## config.mk

```make
export PLATFORM = sky130hd
export DESIGN_NAME = mc_proc_controller
export DESIGN_NICKNAME = d
export VERILOG_FILES = /design/src/rtl/mc_proc_pkg.sv /design/src/rtl/mc_proc_decode.sv /design/src/rtl/mc_proc_controller.sv
export SDC_FILE = /design/constraint.sdc
export NUM_CORES = 1
export LEC_CHECK = 0
export BUFFER_PORTS_ARGS = -buffer_cell sky130_fd_sc_hd__clkbuf_2
export CORE_MARGIN = 2
export CORE_UTILIZATION = 30
export DETAILED_ROUTE_END_ITERATION = 10
export GPL_ROUTABILITY_DRIVEN = 0
export PLACE_DENSITY = 0.57
export SETUP_SLACK_MARGIN = 0.15
export SYNTH_ARGS = -nofsm -noshare
export SYNTH_HDL_FRONTEND = slang
export SYNTH_HIERARCHICAL = 1
export SYNTH_SLANG_ARGS = --single-unit
```

## constraint.sdc

```tcl
create_clock -name clk -period 2.8 [get_ports clk]
set_clock_uncertainty 0.2 [all_clocks]
set_input_delay 0.42 -clock clk [delete_from_list [all_inputs] [get_ports clk]]
set_output_delay 0.42 -clock clk [all_outputs]
set_load 0.02 [all_outputs]
```

## src/rtl/mc_proc_pkg.sv

```systemverilog
// mc_proc_pkg: shared states, op1 classes and select encodings for the multi-cycle controller
package mc_proc_pkg;
  typedef enum logic [2:0] {
    S_FETCH  = 3'd0,
    S_DECODE = 3'd1,
    S_EXEC   = 3'd2,
    S_MEM    = 3'd3,
    S_WB     = 3'd4,
    S_HALT   = 3'd5
  } state_e;
  localparam logic [3:0] OP_ALU_R = 4'b0000;
  localparam logic [3:0] OP_CMP_R = 4'b0010;
  localparam logic [3:0] OP_ALU_I = 4'b1000;
  localparam logic [3:0] OP_CMP_I = 4'b1010;
  localparam logic [3:0] OP_LW    = 4'b1001;
  localparam logic [3:0] OP_SW    = 4'b0101;
  localparam logic [3:0] OP_BR    = 4'b0110;
  localparam logic [3:0] OP_JAL   = 4'b1011;
  localparam logic [1:0] PC_PLUS4 = 2'd0;
  localparam logic [1:0] PC_BR    = 2'd1;
  localparam logic [1:0] PC_ALU   = 2'd2;
  localparam logic [1:0] WB_ALU   = 2'd0;
  localparam logic [1:0] WB_MEM   = 2'd1;
  localparam logic [1:0] WB_PC4   = 2'd2;
  localparam logic [3:0] OP2_SUB_DEF = 4'b0001;
endpackage

```

## src/rtl/mc_proc_decode.sv

```systemverilog
// mc_proc_decode: combinational op1/op2 decode into legality and execute mux controls
module mc_proc_decode
  import mc_proc_pkg::*;
#(
  parameter int                    OP_BIT_WIDTH = 4,
  parameter logic [OP_BIT_WIDTH-1:0] OP2_SUB    = OP2_SUB_DEF
) (
  input  logic [OP_BIT_WIDTH-1:0] op1,
  input  logic [OP_BIT_WIDTH-1:0] op2,
  output logic                    legal,
  output logic                    use_imm,
  output logic                    use_zero,
  output logic                    is_mvhi,
  output logic                    is_br_or_cond,
  output logic [OP_BIT_WIDTH-1:0] op_alu,
  output logic [OP_BIT_WIDTH-1:0] op_cond
);
  // branches and compares force a subtract so the condition unit sees op1-op2
  always_comb begin
    legal         = op1 inside {OP_ALU_R, OP_CMP_R, OP_ALU_I, OP_CMP_I, OP_LW, OP_SW, OP_BR, OP_JAL};
    is_mvhi       = op1 == OP_ALU_I && op2[1:0] == 2'b11;
    use_zero      = (op1 == OP_BR && op2[2]) || is_mvhi;
    use_imm       = op1[3];
    is_br_or_cond = op1[1] & ~op1[0];
    op_alu        = is_br_or_cond ? OP2_SUB : op2;
    op_cond       = op2;
  end
endmodule

```

## src/rtl/mc_proc_controller.sv

```systemverilog
// mc_proc_controller: multi-cycle FETCH/DECODE/EXEC/MEM/WB sequencer; MC_PROC_CTRL_PERF_EN adds cycle/retire counters
module mc_proc_controller
  import mc_proc_pkg::*;
#(
  parameter int                      OP_BIT_WIDTH = 4,
`ifdef MC_PROC_CTRL_PERF_EN
  parameter int                      DBITS        = 32,
`endif
  parameter logic [OP_BIT_WIDTH-1:0] OP2_SUB      = OP2_SUB_DEF
) (
  input  logic                    clk,
  input  logic                    rst_n,
  input  logic                    en,
  input  logic [OP_BIT_WIDTH-1:0] op1,
  input  logic [OP_BIT_WIDTH-1:0] op2,
  input  logic                    cond_out,
  input  logic                    imem_ack,
  input  logic                    dmem_ack,
  output logic                    imem_req,
  output logic                    dmem_req,
  output logic                    dmem_we,
  output logic                    ir_we,
  output logic                    pc_we,
  output logic [1:0]              pc_sel,
  output logic                    reg_we,
  output logic [1:0]              wb_sel,
  output logic                    use_imm,
  output logic                    use_zero,
  output logic                    is_mvhi,
  output logic                    is_br_or_cond,
  output logic [OP_BIT_WIDTH-1:0] op_alu,
  output logic [OP_BIT_WIDTH-1:0] op_cond,
  output logic                    halted,
  output logic [2:0]              state
`ifdef MC_PROC_CTRL_PERF_EN
  ,
  output logic [DBITS-1:0]        cyc_cnt,
  output logic [DBITS-1:0]        instret_cnt
`endif
);
  state_e                  state_q, state_d;
  logic                    pend_q, pend_d;
  logic [OP_BIT_WIDTH-1:0] op1_q, op1_v, op2_q, op2_v;
  logic                    legal, live;
  logic                    d_imm, d_zero, d_mvhi, d_brc;
  logic [OP_BIT_WIDTH-1:0] d_alu, d_cond;
  // IR fields are captured in DECODE so execute controls stay frozen through WB
  always_comb begin
    op1_v = state_q == S_DECODE ? op1 : op1_q;
    op2_v = state_q == S_DECODE ? op2 : op2_q;
    live  = state_q inside {S_DECODE, S_EXEC, S_MEM, S_WB};
  end
  mc_proc_decode #(.OP_BIT_WIDTH(OP_BIT_WIDTH), .OP2_SUB(OP2_SUB)) u_dec (
    .op1(op1_v), .op2(op2_v), .legal(legal), .use_imm(d_imm), .use_zero(d_zero),
    .is_mvhi(d_mvhi), .is_br_or_cond(d_brc), .op_alu(d_alu), .op_cond(d_cond)
  );
  // execute controls are only visible while an instruction is in flight
  always_comb begin
    use_imm       = live & d_imm;
    use_zero      = live & d_zero;
    is_mvhi       = live & d_mvhi;
    is_br_or_cond = live & d_brc;
    op_alu        = live ? d_alu : '0;
    op_cond       = live ? d_cond : '0;
    halted        = state_q == S_HALT;
    state         = state_q;
  end
  // next state and state-qualified single-cycle strobes; pend_q keeps a fetch alive if en drops
  always_comb begin
    state_d  = state_q;
    pend_d   = 1'b0;
    imem_req = 1'b0;
    dmem_req = 1'b0;
    dmem_we  = 1'b0;
    ir_we    = 1'b0;
    pc_we    = 1'b0;
    pc_sel   = PC_PLUS4;
    reg_we   = 1'b0;
    wb_sel   = WB_ALU;
    case (state_q)
      S_FETCH: begin
        imem_req = en | pend_q;
        pend_d   = imem_req & ~imem_ack;
        ir_we    = imem_req & imem_ack;
        pc_we    = ir_we;
        state_d  = ir_we ? S_DECODE : S_FETCH;
      end
      S_DECODE: state_d = legal ? S_EXEC : S_HALT;
      S_EXEC: begin
        if (op1_v == OP_LW || op1_v == OP_SW) state_d = S_MEM;
        else if (op1_v == OP_BR) begin
          pc_we   = cond_out;
          pc_sel  = cond_out ? PC_BR : PC_PLUS4;
          state_d = S_FETCH;
        end else if (op1_v == OP_JAL) begin
          pc_we   = 1'b1;
          pc_sel  = PC_ALU;
          reg_we  = 1'b1;
          wb_sel  = WB_PC4;
          state_d = S_FETCH;
        end else state_d = S_WB;
      end
      S_MEM: begin
        dmem_req = 1'b1;
        dmem_we  = op1_v == OP_SW;
        state_d  = !dmem_ack ? S_MEM : (op1_v == OP_SW ? S_FETCH : S_WB);
      end
      S_WB: begin
        reg_we  = 1'b1;
        wb_sel  = op1_v == OP_LW ? WB_MEM : WB_ALU;
        state_d = S_FETCH;
      end
      S_HALT:  state_d = S_HALT;
      default: state_d = S_FETCH;
    endcase
  end
`ifdef MC_PROC_CTRL_PERF_EN
  logic [DBITS-1:0] cyc_q, cyc_d, inst_q, inst_d;
  // cycles count outside HALT; retirement is any return to FETCH from EXEC/MEM/WB
  always_comb begin
    cyc_d       = cyc_q + DBITS'(state_q != S_HALT);
    inst_d      = inst_q + DBITS'(state_d == S_FETCH && state_q inside {S_EXEC, S_MEM, S_WB});
    cyc_cnt     = cyc_q;
    instret_cnt = inst_q;
  end
`endif
  // controller state registers
  always_ff @(posedge clk or negedge rst_n) begin
    if (!rst_n) begin
      state_q <= S_FETCH;
      pend_q  <= 1'b0;
      op1_q   <= '0;
      op2_q   <= '0;
`ifdef MC_PROC_CTRL_PERF_EN
      cyc_q   <= '0;
      inst_q  <= '0;
`endif
    end else begin
      state_q <= state_d;
      pend_q  <= pend_d;
      op1_q   <= op1_v;
      op2_q   <= op2_v;
`ifdef MC_PROC_CTRL_PERF_EN
      cyc_q   <= cyc_d;
      inst_q  <= inst_d;
`endif
    end
  end
endmodule

```

[Yosys cells after proc, flatten, opt, wreduce, memory -nomap -nowiden]
Cells that the tools add are included.
Storage, ports and cells
  input port bits: 14
  bits in registers: 12
Operators by class
  equal/unequal tests: 13
  muxes and demuxes: 34
  reduce and logical (&&, ||, !) cells: 8
  bitwise logic cells: 10
Operators by type and width (number)
  4-bit two-way mux: 5
  3-bit two-way mux: 6
  4-bit == test, second input constant: 4
  3-bit case mux with 5 select lines: 1
  1-bit two-way mux: 13
  2-bit two-way mux: 6
  4-bit by 3-bit == test with 1-bit output, second input constant: 2
  8-bit nonzero test: 1
  1-bit bitwise AND: 7
  3-bit by 2-bit == test with 1-bit output, second input constant: 2
  3-bit == test, second input constant: 2
  4-bit by 2-bit == test with 1-bit output, second input constant: 1
  4-bit logical NOT: 1
  1-bit case mux with 2 select lines: 2
  2-bit case mux with 2 select lines: 1
  4-bit nonzero test: 1
  3-bit by 1-bit == test with 1-bit output, second input constant: 1
  3-bit logical NOT: 1
  2-bit == test, second input constant: 1
  1-bit logical AND: 2
  1-bit logical OR: 2
  1-bit inverter: 2
  1-bit OR: 1

[Logic depth before layout (Yosys ltp)]
Gate-level depths: netlist (run 1).
  depth in word-level cells: 7
  depth in mapped cells: 10
  depth with buffers taken out: 8

[By module]
The synthesis (run 1) kept the hierarchy.
By module, submodules not included
  mc_proc_controller: area an instance 805.8 um^2, instances 1, cells an instance 84
  mc_proc_decode: area an instance 148.9 um^2, instances 1, cells an instance 19

[Worst setup path after synthesis (run 1)]
OpenSTA, ideal clock, no wires.
  path kind: register -> output
  from: reg state_q[2] (netlist: state[2])
  to: out use_zero
  arrival: 1996 ps
  cell stages (with the launch flop): 8
  buffers on the path: 2
  data required time: 2180 ps
  setup slack: 184 ps
  path through: dfrtp_1 -> buf_4 -> nor3b_4 -> buf_6 -> mux2_2 -> nand2b_1 -> a2bb2o_4 -> and2_1
On the way
  longest elaborated chain between the ends: 6
  elaborated cells between the ends (all ways): 14
  those cells by class: 7 x eq/ne; 2 x mux; 1 x bitwise; 4 x reduce/logical
RTL lines
  start, declared: line mc_proc_controller.sv:41  | state_e state_q, state_d;
  start signal, assigned: line mc_proc_controller.sv:139  | state_q <= state_d;
  3-bit by 1-bit == test with 1-bit output *: line mc_proc_controller.sv:49  | op1_v = state_q == S_DECODE ? op1 : op1_q;
  4-bit two-way mux *: line mc_proc_controller.sv:49
  named net op1_v[2]: line mc_proc_controller.sv:43  | logic [OP_BIT_WIDTH-1:0] op1_q, op1_v, op2_q, op2_v;
  4-bit by 3-bit == test with 1-bit output or 4-bit == test (tied branches): line mc_proc_decode.sv:22, mc_proc_decode.sv:21
  1-bit logical AND (on tied branches): line mc_proc_decode.sv:22, mc_proc_decode.sv:21
  1-bit logical OR *: line mc_proc_decode.sv:22  | use_zero = (op1 == OP_BR && op2[2]) || is_mvhi;
  named net d_zero: line mc_proc_controller.sv:45  | logic d_imm, d_zero, d_mvhi, d_brc;
  1-bit bitwise AND *: line mc_proc_controller.sv:60  | use_zero = live & d_zero;
  end, declared: line mc_proc_controller.sv:28  | output logic use_zero,
The timed path passes the listed nets; every way through them passes the cells marked *.

[Final worst setup path (run 1)]
Ends and elaborated chain as after synthesis.

==> results of run 1 <==
==> registers in the layout, summed over array words and instances, names as in the netlist <==
| name | flops |
|---|---|
| pend_q | 1 |
| op1_q | 4 |
| op2_q | 4 |
| state | 3 |
==> stage by stage <==
step	worst slack, ps	power, mW
global placement	220	1.48
floorplan	184	1.22
CTS	74.9	1.77
finish	95.1	1.93
detailed placement	159	1.51
global route	-4.33	2.10
==> worst paths after layout <==
kind                           from       end  depth (start not counted)
max                        state[2]  use_zero                          8
max in group asynchronous     rst_n  op2_q[3]                          2
max reg2reg                state[2]  state[2]                         10
min reg2reg                op2_q[3]  op2_q[3]                          1
min in group asynchronous     rst_n  op1_q[0]                          2
min                        imem_ack    pend_q                          2
==> kinds of logic (layout without fill, tap and decap cells) <==
family	Yosys count	after routing
buffers and inverters	15	65
AO/OA/AOI/OAI	13	13
multiplexers	10	10
flip-flops	12	12
AND/OR/NAND/NOR	51	51
XOR/XNOR	2	2
==> per-layer routing <==
layer	track usage [%]	wire length (µm)	vias up
li1	-	-	453
met5	0	0	-
met2	21.4	1140	36
met3	2.13	153	4
met4	6.52	31	0
met1	19.9	1080	416
==> power groups by stage <==
stage / logic (mW) / clock network, mW / registers [mW]
after detailed placement: 1.18 / 0 / 0.329
final: 1.50 / 0.102 / 0.333
after global placement: 1.16 / 0 / 0.324
after floorplan: 0.885 / 0 / 0.334
after global routing: 1.64 / 0.118 / 0.345
after CTS: 1.34 / 0.105 / 0.325
==> what timing repair did <==
item | in CTS | in global routing
setup buffers | 6 | 3
resized for setup | 12 | 22
hold buffers | 1 | 0
pin swaps | 4 | 3
endpoints found under the hold margin | 12 | 0
setup endpoints to repair | 8 | 10
==> Yosys cell counts <==
cell type / count / area (µm²)
o211a_1: 1 / 10.0
a21o_1: 1 / 7.51
nand4bb_1: 2 / 22.5
nor3_1: 1 / 5.00
a2bb2o_4: 1 / 20.0
and3_2: 1 / 7.51
and2_1: 16 / 100
nand2b_1: 4 / 25.0
a32oi_1: 1 / 8.76
nand3b_1: 1 / 7.51
clkbuf_1: 1 / 3.75
nand2_1: 2 / 7.51
mux2i_2: 1 / 13.8
inv_1: 6 / 22.5
buf_6: 1 / 11.3
and3_1: 1 / 6.26
nor2_1: 5 / 18.8
and4bb_1: 1 / 12.5
nand3_1: 3 / 15.0
buf_4: 7 / 52.6
xnor2_1: 1 / 8.76
a211oi_1: 1 / 7.51
xor2_1: 1 / 8.76
nor2b_1: 4 / 25.0
o21ai_0: 5 / 25.0
o21bai_1: 1 / 7.51
mux2i_1: 3 / 30.0
mux2_2: 6 / 67.6
and4_1: 2 / 17.5
nor2_2: 1 / 6.26
or3_1: 1 / 6.26
nor3b_4: 1 / 18.8
nor3b_1: 5 / 37.5
dfrtp_1: 12 / 300
a21oi_1: 2 / 10.0
==> cell type report <==
type | count | share of cell area, %
multi-input combinational | 76 | 45.1
timing repair buffer | 56 | 26.6
sequential | 12 | 21.2
tap | 44 | 3.88
clock buffer | 3 | 1.59
inverter | 6 | 1.59
==> worst register-to-register path, delay by kind of cell, from the launching register on <==
family                 cells  cell delay [ps]
flip-flops                 1              410
AO/OA/AOI/OAI              4              710
buffers and inverters      3              380
multiplexers               1              240
AND/OR/NAND/NOR            2              380
==> flow_summary.json, run 1 <==
{
  "max_slew.worst_pin.slew_ps": 340,
  "area_growth_pct": 48.6,
  "final_common_cell": "clkbuf_2",
  "seqPwrFrac_pct": 17.2,
  "crit_fanout": 5,
  "fin_crit_sh_pct": 96.6,
  "finalWirelength_um": 2410,
  "yosysWarnings": 6,
  "cts-htree-levels": 1,
  "numPortBuffers": 39,
  "antenna_found_initial": 0,
  "die-width_um": 60.4,
  "p_int_mw": 1.05,
  "pwr_density_cell_mw_per_mm2": 1360,
  "fin_nets": 169,
  "clk_latency_ps": 270,
  "clock_power_share_pct": 5.3,
  "diodes": 0,
  "holdWs_ps": 122,
  "synthDistinctLibCells": 35,
  "startpoint_type": "flop",
  "ant_nets": 0,
  "p_sw_mw": 0.879,
  "crit_family": "simple AND/OR/NAND/NOR gates",
  "cap_violations": 0,
  "start_util_pct": 31.5,
  "status": "finished, final reports clean",
  "slowest_delay_ps": 410,
  "slowest_stage": "dfrtp_1",
  "viasPerCell": 4.61,
  "detail_route.first_pass.iterations": 4,
  "path_cells": "nor3b_4 > buf_6 > mux2i_4 > inv_2 > nand4bb_4 > a2bb2o_4 > and2_4 > clkbuf_8",
  "synthXorXnorAreaFrac_pct": 1.83,
  "synth_mux_area_share_pct": 11.7,
  "cp_num_buf_inv": 3,
  "clkSlewWorstSetupHoldPaths_ps": 60,
  "grt_pass1_vias": 831,
  "synth_cells": 103,
  "numClockSinks": 12,
  "dp_cells": 184,
  "rsz0062_at_grt": "yes",
  "wl_per_cell_um": 12.2,
  "die_h_um": 60.4,
  "finalSetupViolations": 0,
  "worstHoldPathType": "in -> reg",
  "first_iter_violations": 17,
  "multi_input_area_um2": 641,
  "vias": 909,
  "row_count": 20,
  "timing.reg2reg.setup_slack_ps": 350,
  "clockBufferDepth": 2,
  "crit_arrival_ps": 2080,
  "dpl_cell_area_mm2": 0.00119,
  "yosysSeqAreaShare_pct": 31.5,
  "synth_compound_area_share_pct": 10.1,
  "path_class": "reg -> out",
  "fin_util_pct": 46.9,
  "relSlewSlack_pct": 77.3,
  "p_sw_share_pct": 45.5,
  "grt_pass1_wl_um": 3880,
  "cts_made_buffers": 3,
  "power_frac_comb_pct": 77.5,
  "stdcell_count": 197,
  "synth_seq_cells": 12,
  "min_period_ps": 2700,
  "worst_ir_drop_vdd_mv": 0.769,
  "dp_hpwl_um": 1800,
  "grt_use_total_pct": 14.1,
  "synthAdderAreaFrac_pct": 0,
  "cts-root-buf": "clkbuf_4",
  "avgSynthCellArea_um2": 9.27,
  "drv_slew": 0,
  "critPathCaptureType": "output pin",
  "grt_remaining_overflow": 0,
  "regArea_um2": 300,
  "cts_tree": "done",
  "layout_common_cells": "32 x clkbuf_2, 15 x and2_1, 15 x buf_4, 12 x dfrtp_1, 6 x buf_6",
  "grt_max_degree": 13,
  "drive_gt1_share_pct": 50.3,
  "hold_viol": 0,
  "yosys.area_share.simple_pct": 35.5,
  "p_leak_nw": 0.695,
  "timing.fmax_mhz": 370,
  "die_area_mm2": 0.00365,
  "synth_top_family_by_area": "simple AND/OR/NAND/NOR gates",
  "fin_area_mm2": 0.00142,
  "syn-num-nets": 117,
  "drc": 0,
  "cp.required_ps": 2180,
  "ios": 40,
  "n_fill_cell": 298,
  "synthesis.area_um2": 955,
  "core_mm2": 0.00303,
  "fin_tns_setup_ps": 0
}
Power figures use the tool's default switching activity.
==> run 2: changes to the inputs <==
- clock period: 2.8 -> 3.4 ns (I/O delays scaled with it)
==> flow_summary.json, run 2 (same netlist as run 1, synthesis figures left out) <==
{
  "crit_arrival_ps": 2310,
  "hold_viol": 0,
  "drv_slew": 0,
  "dpl_cell_area_mm2": 0.00114,
  "hold_end": "pend_q",
  "critPathCaptureType": "output pin",
  "cts-root-buf": "clkbuf_4",
  "crit_fanout": 10,
  "timing.reg2reg.setup_slack_ps": 790,
  "drive_gt1_share_pct": 39.1,
  "die-width_um": 60.4,
  "fin_tns_setup_ps": 0,
  "cap_violations": 0,
  "cts-htree-levels": 1,
  "cts.repair.resized": 0,
  "min_from": "imem_ack",
  "first_iter_violations": 34,
  "start_util_pct": 31.5,
  "finalWirelength_um": 2230,
  "grt_remaining_overflow": 0,
  "clk_latency_ps": 260,
  "cts_made_buffers": 3,
  "relSlewSlack_pct": 51.7,
  "p_leak_nw": 0.582,
  "worst_ir_drop_vdd_mv": 0.504,
  "timing.fmax_mhz": 331,
  "ant_nets": 0,
  "fin_crit_sh_pct": 88.7,
  "finalSetupViolations": 0,
  "status": "finished, final reports clean",
  "detail_route.first_pass.iterations": 4,
  "reg2reg_to": "state[2]",
  "numPortBuffers": 39,
  "area_growth_pct": 23.3,
  "fin_area_mm2": 0.00118,
  "cp.required_ps": 2690,
  "grt_max_degree": 13,
  "layout_common_cells": "39 x clkbuf_2, 16 x and2_1, 12 x dfrtp_1, 6 x inv_1, 6 x mux2_2",
  "die_area_mm2": 0.00365,
  "r2r_cells": 8,
  "cts_hold_buffers": 1,
  "numClockSinks": 12,
  "die_h_um": 60.4,
  "grt_pass1_vias": 781,
  "grt_use_total_pct": 13.1,
  "worstHoldPathType": "in -> reg",
  "dp_hpwl_um": 1750,
  "vias": 851,
  "whs_path_depth": 2,
  "antenna_found_initial": 0,
  "clockBufferDepth": 2,
  "fin_nets": 154,
  "final_common_cell": "clkbuf_2",
  "max_slew.worst_pin.slew_ps": 720,
  "viasPerCell": 4.68,
  "row_count": 20,
  "drc": 0,
  "pwr_density_cell_mw_per_mm2": 1070,
  "grt_pass1_wl_um": 3630,
  "wl_per_cell_um": 12.3,
  "clkSlewWorstSetupHoldPaths_ps": 70,
  "core_mm2": 0.00303,
  "path_class": "reg -> out",
  "min_period_ps": 3020,
  "rsz0062_at_grt": "no",
  "diodes": 0,
  "ios": 40,
  "startpoint_type": "flop",
  "postCtsSetupRepairBufs": 0,
  "reg2reg_from": "state[2]",
  "cts_tree": "done"
}
-- run 2: cell count changes in the layout (fill, tap and decap cells not counted), moves of 2 or more --
cell      before  now
clkbuf_8       2    0
inv_1          4    6
buf_4         15    1
inv_2          2    0
mux2i_1        1    3
mux2_4         3    0
mux2_2         3    6
buf_6          6    0
clkbuf_2      32   39
mux2i_4        3    0
-- run 2: metal layers --
layer | track usage, % | part of all wire (%) | up-vias | wire length (µm)
met2 | 21.1 | 44 | 39 | 990
met4 | 3.73 | 0.81 | 0 | 18
li1 | - | - | 422 | -
met1 | 18.3 | 47 | 388 | 1040
met3 | 1.92 | 8.3 | 2 | 186
met5 | 0 | 0 | - | 0
-- run 2: how the worst max path moves through the flow --
stage / endpoint / from / cells after the start / slack, ps
after floorplan: use_zero / state[2] / 7 / 690
after global placement: use_zero / state[2] / 7 / 680
after detailed placement: use_zero / state[2] / 7 / 670
after CTS: use_zero / state[2] / 7 / 370
after global routing: use_zero / state[2] / 7 / 240
final: use_zero / state[2] / 7 / 380
-- run 2: layout make-up --
type                            count  area [µm²]
Tap cell                           44        55.1
Sequential cell                    12         300
Fill cell                         325        1850
Inverter                            6        22.5
Multi-Input combinational cell     76         564
Timing Repair Buffer               41         213
Clock buffer                        3        22.5
-- run 2: worst max-delay path, stage by stage (launching register included) --
cell      delay [ps]
dfrtp_1          480
nor3b_4          260
buf_4            220
mux2_2           380
and4bb_1         210
a2bb2o_4         210
and2_1           130
clkbuf_2         150
-- run 2: stage by stage --
stage	instances	hold WS (ps)	util, %	power, mW	worst slack, ps
2_1_floorplan	103	14.4	-	1.00	694
3_3_place_gp	178	209	37.8	1.16	679
3_5_place_dp	178	214	37.8	1.17	673
4_1_cts	182	200	38.9	1.27	369
5_1_grt	182	199	38.9	1.37	241
6_report	182	205	38.9	1.26	383
-- run 2: power breakdown --
part,internal (mW),total [mW],switching (mW),leakage (nW)
Clock,0.0408,0.0838,0.0430,0.0138
Sequential,0.211,0.292,0.0812,0.147
Combinational,0.370,0.880,0.509,0.421
Total,0.622,1.26,0.634,0.582
==> run 3: changes to the inputs <==
- clock period: 3.4 -> 3.9 ns (I/O delays scaled with it)
==> flow_summary.json, run 3 (same netlist as run 1, synthesis figures left out) <==
{
  "reg2reg_to": "state[2]",
  "cts_tree": "done",
  "layout_common_cells": "39 x clkbuf_2, 16 x and2_1, 12 x dfrtp_1, 6 x inv_1, 6 x mux2_2",
  "row_count": 20,
  "min_from": "imem_ack",
  "fin_tns_setup_ps": 0,
  "timing.reg2reg.setup_slack_ps": 1110,
  "crit_arrival_ps": 2560,
  "ant_nets": 0,
  "reg2reg_from": "state[0]",
  "p_leak_nw": 0.584,
  "numClockSinks": 12,
  "cts-htree-levels": 1,
  "worstHoldPathType": "in -> reg",
  "total_power_mw": 1.11,
  "pwr_density_cell_mw_per_mm2": 934,
  "cp.required_ps": 3120,
  "core_mm2": 0.00303,
  "n_fill_cell": 310,
  "startpoint": "state[0]",
  "clkSlewWorstSetupHoldPaths_ps": 70,
  "finalSetupViolations": 0,
  "diodes": 0,
  "path_class": "reg -> out",
  "ios": 40,
  "relSlewSlack_pct": 55.8,
  "cts_made_buffers": 3,
  "hold_viol": 0,
  "worst_ir_drop_vdd_mv": 0.398,
  "dpl_cell_area_mm2": 0.00114,
  "cts-root-buf": "clkbuf_4",
  "die_area_mm2": 0.00365,
  "fin_area_mm2": 0.00118,
  "status": "finished, final reports clean",
  "final_common_cell": "clkbuf_2",
  "min_period_ps": 3340,
  "area_growth_pct": 24.0,
  "cap_violations": 0,
  "finalWirelength_um": 2140,
  "drc": 0,
  "viasPerCell": 4.59,
  "drv_slew": 0,
  "crit_fanout": 11,
  "dp_hpwl_um": 1700,
  "clockBufferDepth": 2,
  "die-width_um": 60.4,
  "timing.fmax_mhz": 299,
  "drive_gt1_share_pct": 39.1,
  "fin_nets": 153,
  "worstSetupEndpoint": "use_zero",
  "grt_max_degree": 13,
  "die_h_um": 60.4,
  "vias": 836,
  "startpoint_type": "flop",
  "grt_remaining_overflow": 0,
  "r2r_cells": 7,
  "numPortBuffers": 39,
  "fin_crit_sh_pct": 85.7,
  "antenna_found_initial": 0,
  "grt_pass1_vias": 751,
  "wl_per_cell_um": 11.8,
  "clk_latency_ps": 270,
  "max_slew.worst_pin.slew_ps": 658,
  "grt_use_total_pct": 12.7,
  "critPathCaptureType": "output pin",
  "start_util_pct": 31.5,
  "rsz0062_at_grt": "no",
  "detail_route.first_pass.iterations": 4,
  "first_iter_violations": 40,
  "grt_pass1_wl_um": 3530
}
## run 3: cell count changes in the layout (fill, tap and decap cells not counted)
cell      change
buf_4         -1
clkbuf_8      +1
## run 3: where the power goes
part / switching [mW] / internal [mW]
logic: 0.439 / 0.317
clock network: 0.0407 / 0.0567
registers: 0.0681 / 0.184
total: 0.548 / 0.558
## run 3: area by class of cell
| cell class | instances | area, µm² | share of cell area [%] |
|---|---|---|---|
| Clock buffer | 4 | 36.3 | 3.07 |
| Timing Repair Buffer | 40 | 205 | 17.3 |
| Multi-Input combinational cell | 76 | 564 | 47.7 |
| Sequential cell | 12 | 300 | 25.4 |
| Inverter | 6 | 22.5 | 1.90 |
| Tap cell | 44 | 55.1 | 4.65 |
## run 3: repair_timing
item,4_1_cts,5_1_grt
hold buffers,1,0
hold endpoints to repair,12,0
setup buffers,0,0
gates resized for setup,0,0
## run 3: worst min path at each step
stage	end	slack [ps]	cells after the start
2_1_floorplan	op1_q[0]	90	0
3_3_place_gp	state[1]	280	1
3_5_place_dp	pend_q	290	1
4_1_cts	pend_q	260	2
5_1_grt	pend_q	260	2
6_report	pend_q	270	2
## run 3: worst max-delay path, stage by stage, from the launching register on
cell,delay (ps)
dfrtp_1,480
nor3b_4,570
mux2i_2,360
inv_1,150
nand4bb_1,250
a2bb2o_4,210
and2_1,100
clkbuf_2,160
## run 3: per-layer routing
metal  wire length, µm  part of all wire, %  GRT usage (%)  vias to the layer above
met1              1020                   48           18.3                      383
met5                 0                    0              0                        -
met4                18                 0.84           4.66                        0
met2               962                   45           19.4                       29
li1                  -                    -              -                      422
met3               139                  6.5           1.92                        2
## run 3: stage by stage
stage	cells	setup WS, ps	hold slack (ps)	utilization (%)
after CTS	182	538	258	39.1
after global routing	182	319	257	39.1
after global placement	177	926	283	37.6
after floorplan	103	1120	89.4	-
final	182	560	269	39.1
after detailed placement	177	849	289	37.6
